===== config.mk =====
export PLATFORM = sky130hd
export DESIGN_NAME = decode_sequencer
export DESIGN_NICKNAME = d
export VERILOG_FILES = /design/src/rtl/decode_sequencer.sv
export SDC_FILE = /design/constraint.sdc
export NUM_CORES = 1
export LEC_CHECK = 0
export CORE_MARGIN = 2
export CORE_UTILIZATION = 40
export CTS_BUF_LIST = sky130_fd_sc_hd__clkbuf_4 sky130_fd_sc_hd__clkbuf_8
export DETAILED_ROUTE_END_ITERATION = 16
export DONT_BUFFER_PORTS = 1
export PLACE_DENSITY_LB_ADDON = 0.1
export SLEW_MARGIN = 20
export SYNTH_ARGS = -nofsm -noshare
export SYNTH_HDL_FRONTEND = slang
export SYNTH_SLANG_ARGS = --single-unit

===== constraint.sdc =====
create_clock -name clk -period 8 [get_ports clk]
set_input_delay 2.4 -clock clk [delete_from_list [all_inputs] [get_ports clk]]
set_output_delay 2.4 -clock clk [all_outputs]
set_load 0.005 [all_outputs]

===== src/rtl/decode_sequencer.sv =====
// decode_sequencer
//   Front end of the decode stage. Walks the head of the prefetch byte queue,
//   absorbing legacy prefixes and a single 0x0F escape one byte per cycle,
//   then waits for the opcode length logic and issues the whole instruction
//   to the micro stage, popping the consumed bytes.
//
// Ports
//   clk, rst            clock, synchronous active-high reset
//   dec_flush           synchronous pipeline clear (jump / exception)
//   cs_db               default operand/address size (1 = 32-bit)
//   fetch, fetch_valid  queue head bytes (byte0 in [7:0]) and valid count
//   length_ready        decoder length valid for the current opcode
//   consume_length      opcode..imm byte count, qualified by length_ready
//   micro_busy          micro stage stall
//   fetch_accept        bytes popped this cycle (combinational)
//   dec_valid           one-cycle issue strobe, dec_length = total length
//   dec_operand_32bit   cs_db ^ 0x66 seen
//   dec_address_32bit   cs_db ^ 0x67 seen
//   dec_prefix_*        latched prefix state (snapshot during dec_valid)
//   dec_exception_gp    one-cycle strobe, instruction longer than MAX_LEN
module decode_sequencer #(
  parameter int MAX_LEN     = 15,
  parameter int FETCH_BYTES = 8
) (
  input  logic                     clk,
  input  logic                     rst,
  input  logic                     dec_flush,
  input  logic                     cs_db,
  input  logic [8*FETCH_BYTES-1:0] fetch,
  input  logic [3:0]               fetch_valid,
  input  logic                     length_ready,
  input  logic [3:0]               consume_length,
  input  logic                     micro_busy,
  output logic [3:0]               fetch_accept,
  output logic                     dec_valid,
  output logic [3:0]               dec_length,
  output logic                     dec_operand_32bit,
  output logic                     dec_address_32bit,
  output logic [1:0]               dec_prefix_group_1_rep,
  output logic                     dec_prefix_group_1_lock,
  output logic [2:0]               dec_prefix_group_2_seg,
  output logic                     dec_prefix_2byte,
  output logic [3:0]               dec_prefix_count,
  output logic                     dec_exception_gp
);

  localparam logic [4:0] MAX_L    = 5'(MAX_LEN);
  localparam logic [2:0] SEG_NONE = 3'd7;

  typedef enum logic [1:0] {S_PREFIX, S_OPCODE, S_EXC} state_t;

  state_t     state, n_state;

  // working prefix state
  logic [2:0] seg_q, n_seg;
  logic [1:0] rep_q, n_rep;
  logic       lock_q, n_lock;
  logic       op_q, n_op;
  logic       ad_q, n_ad;
  logic       two_q, n_two;
  logic [3:0] cnt_q, n_cnt;

  // visible copies of the 0x66/0x67 flags
  logic       op_o, ad_o;

  logic       issue, exc;
  logic [7:0] byte0;
  logic [4:0] total;
  logic [4:0] cnt_inc;
  logic       is_prefix;

  // only byte0 is inspected; the rest of the head window belongs to the decoder
  logic       unused_fetch;
  assign unused_fetch = ^fetch[8*FETCH_BYTES-1:8];

  assign byte0   = fetch[7:0];
  assign total   = {1'b0, cnt_q} + {1'b0, consume_length};
  assign cnt_inc = {1'b0, cnt_q} + 5'd1;

  always_comb begin
    is_prefix = 1'b0;
    case (byte0)
      8'h26, 8'h2E, 8'h36, 8'h3E, 8'h64, 8'h65,
      8'h66, 8'h67, 8'hF0, 8'hF2, 8'hF3: is_prefix = 1'b1;
      default: is_prefix = 1'b0;
    endcase
  end

  always_comb begin
    n_state      = state;
    n_seg        = seg_q;
    n_rep        = rep_q;
    n_lock       = lock_q;
    n_op         = op_q;
    n_ad         = ad_q;
    n_two        = two_q;
    n_cnt        = cnt_q;
    fetch_accept = 4'd0;
    issue        = 1'b0;
    exc          = 1'b0;

    if (!rst && !dec_flush) begin
      case (state)
        S_PREFIX: begin
          if (fetch_valid != 4'd0) begin
            if (is_prefix || (byte0 == 8'h0F && !two_q)) begin
              fetch_accept = 4'd1;
              n_cnt        = cnt_inc[3:0];
              case (byte0)
                8'h26: n_seg  = 3'd0;
                8'h2E: n_seg  = 3'd1;
                8'h36: n_seg  = 3'd2;
                8'h3E: n_seg  = 3'd3;
                8'h64: n_seg  = 3'd4;
                8'h65: n_seg  = 3'd5;
                8'h66: n_op   = 1'b1;
                8'h67: n_ad   = 1'b1;
                8'hF0: n_lock = 1'b1;
                8'hF2: n_rep  = 2'd2;
                8'hF3: n_rep  = 2'd1;
                default: n_two = 1'b1;  // 0x0F escape
              endcase
              // no room left for an opcode byte
              if (cnt_inc >= MAX_L) begin
                n_state = S_EXC;
                exc     = 1'b1;
              end
            end else begin
              // opcode byte (including a second 0x0F); nothing consumed yet
              n_state = S_OPCODE;
            end
          end
        end

        S_OPCODE: begin
          if (length_ready && !micro_busy && fetch_valid >= consume_length) begin
            if (total > MAX_L) begin
              n_state = S_EXC;
              exc     = 1'b1;
            end else begin
              fetch_accept = consume_length;
              issue        = 1'b1;
              n_state      = S_PREFIX;
              n_seg        = SEG_NONE;
              n_rep        = 2'd0;
              n_lock       = 1'b0;
              n_op         = 1'b0;
              n_ad         = 1'b0;
              n_two        = 1'b0;
              n_cnt        = 4'd0;
            end
          end
        end

        default: ;  // S_EXC: parked until flush
      endcase
    end
  end

  always_ff @(posedge clk) begin
    if (rst || dec_flush) begin
      state                   <= S_PREFIX;
      seg_q                   <= SEG_NONE;
      rep_q                   <= 2'd0;
      lock_q                  <= 1'b0;
      op_q                    <= 1'b0;
      ad_q                    <= 1'b0;
      two_q                   <= 1'b0;
      cnt_q                   <= 4'd0;
      dec_prefix_group_2_seg  <= SEG_NONE;
      dec_prefix_group_1_rep  <= 2'd0;
      dec_prefix_group_1_lock <= 1'b0;
      op_o                    <= 1'b0;
      ad_o                    <= 1'b0;
      dec_prefix_2byte        <= 1'b0;
      dec_prefix_count        <= 4'd0;
      dec_valid               <= 1'b0;
      dec_length              <= 4'd0;
      dec_exception_gp        <= 1'b0;
    end else begin
      state  <= n_state;
      seg_q  <= n_seg;
      rep_q  <= n_rep;
      lock_q <= n_lock;
      op_q   <= n_op;
      ad_q   <= n_ad;
      two_q  <= n_two;
      cnt_q  <= n_cnt;
      // Outputs follow the working state, except on issue where they hold the
      // pre-clear values so the micro stage sees the issued instruction's prefixes.
      if (issue) begin
        dec_prefix_group_2_seg  <= seg_q;
        dec_prefix_group_1_rep  <= rep_q;
        dec_prefix_group_1_lock <= lock_q;
        op_o                    <= op_q;
        ad_o                    <= ad_q;
        dec_prefix_2byte        <= two_q;
        dec_prefix_count        <= cnt_q;
      end else begin
        dec_prefix_group_2_seg  <= n_seg;
        dec_prefix_group_1_rep  <= n_rep;
        dec_prefix_group_1_lock <= n_lock;
        op_o                    <= n_op;
        ad_o                    <= n_ad;
        dec_prefix_2byte        <= n_two;
        dec_prefix_count        <= n_cnt;
      end
      dec_valid        <= issue;
      dec_length       <= issue ? total[3:0] : 4'd0;
      dec_exception_gp <= exc;
    end
  end

  assign dec_operand_32bit = cs_db ^ op_o;
  assign dec_address_32bit = cs_db ^ ad_o;

endmodule


# Yosys cells after proc, flatten, opt, wreduce, memory -nomap -nowiden
# Index checks and enable logic that the tools add are counted.
dict set report op_classes {
  order_cmp 3
  mux 78
  n_eq_ne 16
  n_addsub 2
  n_reduce_logical 17
  n_bitwise 4
}
# cell n
set op_table {}
lappend op_table {{1-bit two-way mux} 40}
lappend op_table {{4-bit two-way mux} 9}
lappend op_table {{8-bit by 6-bit == test with 1-bit output, second input constant} 4}
lappend op_table {{8-bit by 7-bit == test with 1-bit output, second input constant} 4}
lappend op_table {{8-bit == test, second input constant} 3}
lappend op_table {{2-bit two-way mux} 11}
lappend op_table {{3-bit two-way mux} 6}
lappend op_table {{3-bit case mux with 6 select lines} 1}
lappend op_table {{4-bit case mux with 2 select lines} 2}
lappend op_table {{2-bit case mux with 2 select lines} 3}
lappend op_table {{11-bit OR reduction} 1}
lappend op_table {{1-bit case mux with 2 select lines} 5}
lappend op_table {{8-bit by 4-bit == test with 1-bit output, second input constant} 1}
lappend op_table {{3-bit case mux with 2 select lines} 1}
lappend op_table {{4-bit by 1-bit adder with 5-bit output, second input constant} 1}
lappend op_table {{4-bit by 4-bit adder with 5-bit output} 1}
lappend op_table {{5-bit by 4-bit >= comparator with 1-bit output, second input constant} 1}
lappend op_table {{5-bit by 4-bit greater-than comparator with 1-bit output, second input constant} 1}
lappend op_table {{5-bit AND reduction} 1}
lappend op_table {{4-bit >= comparator} 1}
lappend op_table {{1-bit logical AND} 4}
lappend op_table {{1-bit logical NOT} 4}
lappend op_table {{2-bit != test, second input constant} 2}
lappend op_table {{4-bit nonzero test} 1}
lappend op_table {{other kinds (8)} 12}
dict set report totals {
  elab_cells 138
  in_bits 78
  regBits 34
  output_inout_bits 23
}

# Longest topological paths before layout
# Gate-level depths: netlist (run 1).
dict set report logic_depth {
  ltp_word 9
  mapped_depth 8
  depth_no_buf 7
}

# Worst setup path before layout (run 1)
# OpenSTA, ideal clock, no wires.
dict set report synth_timing {
  path_kind {input-to-output}
  start {input consume_length[0]}
  end {output fetch_accept[1]}
  t_arrival_ps 4149
  t_required_ps 5600
  n_path_buf 1
  slack_ps 1451
  path_stages 8
  path_cell_list {ha_1 -> fa_1 -> a21o_1 -> a21oi_1 -> and4_1 -> clkbuf_1 -> nand2_1 -> nor2_1}
}
dict set report synth_via {
  elab_chain_cells 6
  elab_cells_between_ends 8
  classes_between {1 x add/sub; 2 x order compare; 4 x mux; 1 x reduce/logical}
}
# item line
set synth_lines {}
lappend synth_lines {{start, declared} 32} ;# input logic [3:0] consume_length,
lappend synth_lines {{4-bit by 4-bit adder with 5-bit output} 77} ;# assign total = {1'b0, cnt_q} + {1'b0, consume_length};
lappend synth_lines {{5-bit by 4-bit greater-than comparator with 1-bit output} 137} ;# if (total > MAX_L) begin
lappend synth_lines {{4-bit two-way mux} 137}
lappend synth_lines {{4-bit two-way mux (*)} 136} ;# if (length_ready && !micro_busy && fetch_valid >= consume_length) begin
lappend synth_lines {{4-bit case mux with 2 select lines (*)} 103} ;# case (state)
lappend synth_lines {{4-bit two-way mux (*)} 102} ;# if (!rst && !dec_flush) begin
lappend synth_lines {{end, declared} 34} ;# output logic [3:0] fetch_accept,
# Mark *: on every way between the ends. The rest lies on a longest branch, timed or not.

# Worst setup path in the final report (run 1)
dict set report layout_timing {
  start {input consume_length[0]}
  end {output fetch_accept[3]}
}
# The elaborated chain is that of the path after synthesis.

==> run_results.csv, run 1 <==
group,metric,value,unit
run_status,status,"finished clean",
pwr,vdd_ir_drop_max,74.8,uV
grt,groute.usage.overall,19.3,%
grt,met3_usage,4.92,%
floorplanning,start_util,41.7,%
yosys,synth.largest_area_cell,"dfxtp_1",
detailed_routing,drt_wl_total,4.64,mm
finish,final_common_cell,"dfxtp_1",
detailed_routing,drtAntennaViolNets,0,
finish,nFillCells,429,
worst_setup_path,critical_path_class,"primary input to output pin",
sta,hold_viol,0,
yosys,synth-edff-count,0,
yosys,synthCells,221,
worst_setup_path,path_cells,"ha_1 > fa_1 > a21o_1 > a21oi_1 > and4_1 > nand2_1 > nor2_1",
finish,regArea,681,sq um
detailed_routing,viasPerCell,5.91,
place,dpl_cell_area,0.00186,sq mm
worst_setup_path,worst_path_largest_cell_delay,510,ps
worst_setup_path,cp_data_arrival_time,4420,ps
yosys,synth_top_family_by_area,"simple AND/OR/NAND/NOR gates",
floorplanning,std_cell_rows,24,
sta,finalCritPeriodShare,85.3,%
sta,setup_tns,0,ps
detailed_routing,first_pass_iters,4,
finish,drive_above_1_share,6.31,%
finish,areaGrowthSynthToFinish,7.58,%
sta,fin_skew,9.09,ps
yosys,synth_seq_area_share,37.5,%
yosys,yosys.area_share.adder,7.99,%
finish,finalNonFillerCells,274,
finish,nets,310,
floorplanning,die_w,71.4,microns
grt,grt_pass1_wl,7.71,mm
sta,fmaxAchievable,147,MHz
sta,layout_setup_ws,1180,ps
yosys,synth_compound_area_share,19.9,%
yosys,ys_async_sr_fraction,0,%
worst_setup_path,slowest_stage,"and4_1",
floorplanning,dieArea,0.00510,sq mm
pwr,powerDensity,169,mW/mm^2
grt,use_met1,24.1,%
floorplanning,core_area,0.00435,sq mm
pwr,finalPower,0.000330,W
pwr,leakagePower,0.725,nW
sta,post-route-min-period,6820,ps
grt,overflow,0,
finish,layout_common_cells,"dfxtp_1, nor2_1, a21oi_1",
finish,multi_input_area,0.00106,sq mm
yosys,synth_nets,310,
yosys,synthXorXnorAreaFrac,1.93,%
yosys,synth.distinct_cells,48,
finish,stdcell_area,0.00195,sq mm
flow_run,cap_violations,0,
yosys,synth.area.mux_share,1.10,%
grt,grt_pass1_vias,1598,
yosys,synth_ff_type,"dfxtp_1",
finish,insertedDiodeCount,0,
clock_tree,clock-sinks,34,
yosys,synth.top_cells.by_area,"dfxtp_1, ha_1, nor2_1",
clock_tree,cts_hold_buf,0,
clock_tree,clkLatencyLatePin,280,ps
yosys,syn_area,0.00182,sq mm
clock_tree,post_cts_buffers,0,
worst_setup_path,worstPathRequired,5600,ps
place,place_inst,266,
place,place_congestion,0.842,
worst_setup_path,critPathLaunchType,"primary input",
yosys,synth-simple-area-share,27.7,%
detailed_routing,drtIter0Drc,92,
hold_path,hp-class,"register to register",
yosys,netlist.area_leader.share,37.5,%
place,io_buffers,0,
clock_tree,cts_root_buf,"clkbuf_8",
grt,met2_usage,32.6,%
sta,drv_slew,0,
clock_tree,cts_made_buffers,5,
clock_tree,cts_max_level,2,
worst_setup_path,crit_fanout,10,
grt,globalRoute.busiestLayer,"met2",
clock_tree,clk_pin_slew,70,ps
sta,rsz0062_at_grt,"no",
sta,tightest_slew,728,ps
sta,slew_headroom,51.0,%
worst_setup_path,end_kind,"output pin",
yosys,yosysWarnings,0,
clock_tree,cts_tree,"yes",
floorplanning,chipHeight,71.4,microns
detailed_routing,post-route-drc-count,0,
grt,antenna_found_initial,0,
place,dp_slack,1140,ps
clock_tree,cts_resized,0,
detailed_routing,wire_per_inst,16.9,microns
place,dp_hpwl,3.45,mm
grt,grt_max_degree,20,
yosys,synth_seq_cells,34,
sta,setup_viol,0,
detailed_routing,vias,1618,
floorplanning,io_pins,101,
yosys,avgSynthCellArea,8.22,sq um
clock_tree,clk_path_buf_depth,2,
-- synth_stat cells, drive strengths merged, types with 2 or more instances --
cell,n
nor4,6
nor2,29
inv,11
a21oi,16
nand2,15
xor2,3
nand4,3
a2bb2oi,2
or4,4
nor2b,4
nand3,6
clkbuf,7
and3,3
mux2i,2
o21ai,10
nor3,8
o21a,2
nor3b,3
or2,2
nand4b,2
ha,10
a211oi,3
nor4b,2
nand2b,3
o31ai,3
or3,2
dfxtp,34
a22oi,2
a31oi,6
a21o,3
-- metal layers --
layer / wire length (microns) / share of wire, %
met1: 2120 / 46
met2: 2230 / 48
met3: 229 / 4.9
met4: 58 / 1.3
met5: 0 / 0
-- sequential cells by signal, indices dropped and copies added (netlist names), 2 cells and up --
register / cells
seg_q: 3
dec_length: 4
state: 2
dec_prefix_group_2_seg: 3
dec_prefix_count: 4
dec_prefix_group_1_rep: 2
rep_q: 2
cnt_q: 4
-- area by class of cell --
type	instances	share of cell area [%]
tap	52	3.33
timing repair buffer	1	0.384
clock buffer	7	4.61
multi-input combinational	168	54.5
clock inverter	1	0.256
sequential	34	34.8
inverter	11	2.11
-- where the power goes --
group | switching [W] | leakage (nW) | internal, W
clock | 0.0000604 | 0.0517 | 0.0000728
combinational | 0.0000162 | 0.399 | 0.00000971
sequential | 0.00000128 | 0.274 | 0.000170
-- logic make-up after synthesis --
kind of cell,count (synthesis)
simple gates,95
compound gates,56
flops,34
buf+inv,19
fa+ha+maj,11
xor+xnor,4
mux,2
-- metrics by stage --
stage          hold WS [ps]  utilization, %
6_report                474            44.9
5_1_grt                 496            44.9
4_1_cts                 477            44.9
3_5_place_dp            452            42.7
3_3_place_gp            459            42.7
2_1_floorplan           424               -
-- worst paths after layout --
path                startpoint                   endpoint  slack (ps)  cells past startpoint
max          consume_length[0]            fetch_accept[3]        1180                      7
min                       ad_q                       ad_o         470                      2
max reg2reg           cnt_q[0]  dec_prefix_group_2_seg[1]        5400                      7
min reg2reg               ad_q                       ad_o         470                      2
-- worst max-delay path: cells and delay by family --
family	cells	cell delay, ps
compound gates	2	440
fa+ha+maj	2	620
simple gates	3	970
(Power assumes the default switching activity.)
==> inputs of run 2 (changes only) <==
--- a/config.mk
+++ b/config.mk
@@ -6,7 +6,7 @@
 export NUM_CORES = 1
 export LEC_CHECK = 0
 export CORE_MARGIN = 2
-export CORE_UTILIZATION = 40
+export CORE_UTILIZATION = 67
 export CTS_BUF_LIST = sky130_fd_sc_hd__clkbuf_4 sky130_fd_sc_hd__clkbuf_8
 export DETAILED_ROUTE_END_ITERATION = 16
 export DONT_BUFFER_PORTS = 1
==> run 2 against run 1 <==
Core utilization up 30 points; clock-buffer cell count unchanged; cell count down 8.4%; critical path type unchanged; flip-flop and latch count unchanged; fmax down 0.79%; sequential power about the same; clock skew down 2.0 ps; via count up 4.8%; global-route usage up 8.5 points.
==> run_results.csv, run 2 (same netlist as run 1, synthesis figures left out) <==
group,metric,value,unit
floorplanning,io_pins,101,
clock_tree,clock-sinks,34,
finish,nets,309,
grt,grt_max_degree,20,
sta,post-route-min-period,6870,ps
pwr,switching_share,24.0,%
grt,overflow,0,
clock_tree,cts_tree,"yes",
detailed_routing,wire_per_inst,16.8,microns
finish,layout_common_cells,"dfxtp_1, nor2_1, a21oi_1",
worst_setup_path,crit_fanout,10,
worst_setup_path,regToRegStartpoint,"cnt_q[0]",
sta,slew_headroom,48.7,%
pwr,p_sw,0.0000712,W
floorplanning,start_util,72.0,%
worst_setup_path,r2r_cells,7,
pwr,vdd_ir_drop_max,136,uV
place,place_congestion,0.916,
finish,drive_above_1_share,5.88,%
worst_setup_path,cp_data_arrival_time,4470,ps
clock_tree,cts_max_level,2,
worst_setup_path,startpoint,"consume_length[0]",
floorplanning,chipHeight,56.1,microns
worst_setup_path,worstPathRequired,5600,ps
clock_tree,cts_root_buf,"clkbuf_4",
pwr,leakagePower,0.707,nW
floorplanning,die_w,56.1,microns
finish,final_util,74.9,%
worst_setup_path,regToRegEndpoint,"dec_prefix_group_2_seg[1]",
grt,grt_pass1_vias,1612,
sta,setup_tns,0,ps
detailed_routing,viasPerCell,6.75,
pwr,p_int,0.000225,W
finish,final_common_cell,"dfxtp_1",
worst_setup_path,critical_path_class,"primary input to output pin",
pwr,clkPwrFrac,33.6,%
sta,hold_viol,0,
sta,rsz0062_at_grt,"no",
sta,drv_slew,0,
worst_setup_path,crit_end,"fetch_accept[1]",
place,dp_hpwl,3.16,mm
finish,insertedDiodeCount,0,
finish,areaGrowthSynthToFinish,3.93,%
detailed_routing,drt_wl_total,4.22,mm
worst_setup_path,timing.reg2reg.setup_slack,5340,ps
detailed_routing,drtIter0Drc,97,
hold_path,hp-class,"register to register",
detailed_routing,vias,1695,
grt,groute.usage.overall,27.8,%
clock_tree,post_cts_buffers,0,
sta,fmaxAchievable,145,MHz
worst_setup_path,critPathLaunchType,"primary input",
sta,tightest_slew,762,ps
flow_run,cap_violations,0,
grt,grt_pass1_wl,6.89,mm
floorplanning,std_cell_rows,18,
clock_tree,clkLatencyLatePin,330,ps
clock_tree,cts_resized,0,
pwr,combPwrFrac,8.7,%
sta,finalCritPeriodShare,85.9,%
place,io_buffers,0,
sta,fin_skew,7.11,ps
hold_path,min-delay-start,"lock_q",
run_status,status,"finished clean",
clock_tree,clk_pin_slew,90,ps
pwr,finalPower,0.000296,W
detailed_routing,post-route-drc-count,0,
pwr,seqPwrFrac,57.7,%
floorplanning,core_area,0.00252,sq mm
worst_setup_path,end_kind,"output pin",
detailed_routing,drtAntennaViolNets,0,
detailed_routing,first_pass_iters,6,
clock_tree,cts_hold_buf,0,
clock_tree,cts_made_buffers,5,
finish,reg_top3,"cnt_q (4), dec_length (4), dec_prefix_count (4)",
pwr,powerDensity,157,mW/mm^2
clock_tree,clk_path_buf_depth,2,
floorplanning,dieArea,0.00314,sq mm
sta,setup_viol,0,
grt,antenna_found_initial,0,
run 2: cell types whose count changed in the layout (fill, tap and decap cells not counted):
cell / previous run / this run
clkbuf_4: 1 / 6
clkbuf_8: 6 / 1
buf_4: 1 / 0
run 2: worst max-delay path, stage by stage:
cell	delay, ps
ha_1	200
fa_1	410
a21o_1	190
a21oi_1	260
and4_1	520
nand2_1	270
nor2_1	210
run 2: worst min path at each step:
stage / end / cells after the start
floorplan: dec_prefix_group_1_lock / 2
global placement: dec_prefix_group_1_lock / 2
detailed placement: dec_prefix_group_1_lock / 2
CTS: dec_prefix_group_1_lock / 2
global route: dec_prefix_group_1_lock / 2
finish: dec_prefix_group_1_lock / 2
run 2: final cells by class:
type,instances,area [sq um]
flip-flops and latches,34,681
well taps,30,37.5
fillers,202,634
multi-input cells,168,1060
clock buffers,7,58.8
clock inverters,1,5.00
inverters,11,41.3
run 2: per-layer routing:
| layer | up-vias | track usage (%) | part of all wire [%] |
|---|---|---|---|
| met3 | 15 | 6.74 | 8.9 |
| met4 | 0 | 12.2 | 2.3 |
| li1 | 804 | - | - |
| met1 | 776 | 35.7 | 42 |
| met5 | - | 0 | 0 |
| met2 | 100 | 44.0 | 47 |
run 2: power by group through the flow:
| stage | clock network, W | logic, W | registers (W) |
|---|---|---|---|
| after detailed placement | 0 | 0.0000248 | 0.000175 |
| after CTS | 0.000100 | 0.0000249 | 0.000171 |
| final | 0.0000995 | 0.0000257 | 0.000171 |
| after global placement | 0 | 0.0000238 | 0.000175 |
| after floorplan | 0 | 0.0000208 | 0.000174 |
| after global routing | 0.000108 | 0.0000286 | 0.000171 |
run 2: through the flow:
stage / cell area [sq um] / setup slack [ps] / cells / hold WS [ps]
4_1_cts: 1890 / 1150 / 251 / 479
2_1_floorplan: 1820 / 1450 / 221 / 424
5_1_grt: 1890 / 1020 / 251 / 502
6_report: 1890 / 1130 / 251 / 477
3_5_place_dp: 1820 / 1150 / 243 / 454
3_3_place_gp: 1820 / 1190 / 243 / 440
==> inputs of run 3 (changes only) <==
--- a/config.mk
+++ b/config.mk
@@ -10,6 +10,7 @@
 export CTS_BUF_LIST = sky130_fd_sc_hd__clkbuf_4 sky130_fd_sc_hd__clkbuf_8
 export DETAILED_ROUTE_END_ITERATION = 16
 export DONT_BUFFER_PORTS = 1
+export MAX_ROUTING_LAYER = met4
 export PLACE_DENSITY_LB_ADDON = 0.1
 export SLEW_MARGIN = 20
 export SYNTH_ARGS = -nofsm -noshare
==> run 3 against run 2 <==
Global-route usage grew 0.82 points; fmax about the same; clock skew down 3.6 ps; flip-flop and latch count unchanged; highest routed layer unchanged.
==> run_results.csv, run 3 (same netlist as run 1, synthesis figures left out) <==
group,metric,value,unit
sta,fin_skew,3.52,ps
sta,hold_viol,0,
finish,areaGrowthSynthToFinish,3.93,%
pwr,leakagePower,0.707,nW
detailed_routing,drtIter0Drc,97,
worst_setup_path,end_kind,"output pin",
finish,final_common_cell,"dfxtp_1",
worst_setup_path,path_depth,7,
detailed_routing,drtAntennaViolNets,0,
floorplanning,start_util,72.0,%
grt,overflow,0,
clock_tree,clock-sinks,34,
sta,holdWs,478,ps
worst_setup_path,regToRegStartpoint,"cnt_q[0]",
run_status,status,"finished clean",
finish,insertedDiodeCount,0,
detailed_routing,post-route-drc-count,0,
sta,tightest_slew,758,ps
clock_tree,clk_path_buf_depth,2,
place,place_congestion,0.932,
sta,finalCritPeriodShare,85.9,%
worst_setup_path,critPathLaunchType,"primary input",
floorplanning,std_cell_rows,18,
clock_tree,cts_resized,0,
place,dp_hpwl,3.16,mm
finish,multi_input_area,0.00106,sq mm
detailed_routing,vias,1706,
finish,layout_common_cells,"dfxtp_1, nor2_1, a21oi_1",
grt,grt_max_degree,20,
grt,groute.usage.overall,28.6,%
detailed_routing,wire_per_inst,16.7,microns
finish,stdcell_area,0.00189,sq mm
pwr,powerDensity,157,mW/mm^2
clock_tree,cts_root_buf,"clkbuf_4",
worst_setup_path,regToRegEndpoint,"dec_prefix_group_2_seg[1]",
finish,nFillCells,202,
worst_setup_path,path_buf_inv,0,
sta,setup_viol,0,
finish,final_util,74.9,%
sta,drv_slew,0,
floorplanning,chipHeight,56.1,microns
worst_setup_path,path_cells,"ha_1 > fa_1 > a21o_1 > a21oi_1 > and4_1 > nand2_1 > nor2_1",
clock_tree,post_cts_buffers,0,
worst_setup_path,cp_data_arrival_time,4470,ps
hold_path,hp-class,"register to register",
sta,post-route-min-period,6870,ps
flow_run,cap_violations,0,
finish,reg_top3,"cnt_q (4), dec_length (4), dec_prefix_count (4)",
floorplanning,core_area,0.00252,sq mm
detailed_routing,drt_wl_total,4.20,mm
detailed_routing,first_pass_iters,5,
floorplanning,io_pins,101,
floorplanning,dieArea,0.00314,sq mm
sta,fmaxAchievable,145,MHz
sta,setup_tns,0,ps
worst_setup_path,critical_path_class,"primary input to output pin",
grt,antenna_found_initial,0,
clock_tree,cts_tree,"yes",
clock_tree,clk_pin_slew,90,ps
worst_setup_path,worst_path_largest_cell_delay,520,ps
worst_setup_path,worstPathRequired,5600,ps
finish,nets,309,
finish,drive_above_1_share,5.88,%
clock_tree,cts_made_buffers,5,
clock_tree,clkLatencyLatePin,330,ps
place,io_buffers,0,
worst_setup_path,r2r_cells,7,
place,dpl_cell_area,0.00182,sq mm
worst_setup_path,startpoint,"consume_length[0]",
worst_setup_path,slowest_stage,"and4_1",
detailed_routing,viasPerCell,6.80,
clock_tree,cts_max_level,2,
worst_setup_path,crit_fanout,10,
worst_setup_path,timing.reg2reg.setup_slack,5340,ps
worst_setup_path,crit_end,"fetch_accept[1]",
sta,rsz0062_at_grt,"no",
pwr,vdd_ir_drop_max,137,uV
floorplanning,die_w,56.1,microns
grt,grt_pass1_vias,1606,
sta,slew_headroom,49.0,%
clock_tree,cts_hold_buf,0,
grt,grt_pass1_wl,6.90,mm
finish,regArea,681,sq um
worst_setup_path,crit_family,"simple AND/OR/NAND/NOR gates",
[run 3: cell type report]
type,instances,area share [%]
multi-input combinational,168,56.4
tap,30,1.99
inverter,11,2.19
sequential,34,36.1
clock inverter,1,0.265
clock buffer,7,3.11
[run 3: tightest hold or removal path: cells and delay by family (launching register included)]
kind | cells | cell delay, ps
DFF | 1 | 320
and+or+nand+nor | 1 | 80
AOI/OAI and AO/OA | 1 | 50
[run 3: per-layer routing]
| layer | track usage (%) | vias up | share of wire [%] |
|---|---|---|---|
| met1 | 35.7 | 774 | 42 |
| met2 | 44.0 | 107 | 46 |
| met4 | 12.2 | 0 | 2.9 |
| met3 | 6.98 | 21 | 9.2 |
| li1 | - | 804 | - |
| met5 | - | - | 0 |
[run 3: worst min-delay path by stage]
| stage | from | depth (start not counted) | slack, ps | endpoint |
|---|---|---|---|---|
| floorplan | lock_q | 2 | 420 | dec_prefix_group_1_lock |
| global placement | lock_q | 2 | 440 | dec_prefix_group_1_lock |
| detailed placement | lock_q | 2 | 450 | dec_prefix_group_1_lock |
| CTS | lock_q | 2 | 480 | dec_prefix_group_1_lock |
| global route | lock_q | 2 | 500 | dec_prefix_group_1_lock |
| finish | lock_q | 2 | 480 | dec_prefix_group_1_lock |
[run 3: power by group]
group	switching [W]	internal [W]	total, W	leakage [nW]
registers	0.00000125	0.000170	0.000171	0.274
clock network	0.0000545	0.0000460	0.000100	0.0387
logic	0.0000163	0.00000934	0.0000256	0.394
total	0.0000720	0.000225	0.000297	0.707
[run 3: per-stage QoR]
| step | power, W | cells | setup WS [ps] |
|---|---|---|---|
| after global placement | 0.000199 | 243 | 1190 |
| after CTS | 0.000296 | 251 | 1150 |
| after global routing | 0.000308 | 251 | 1020 |
| after floorplan | 0.000195 | 221 | 1450 |
| after detailed placement | 0.000200 | 243 | 1150 |
| final | 0.000297 | 251 | 1130 |
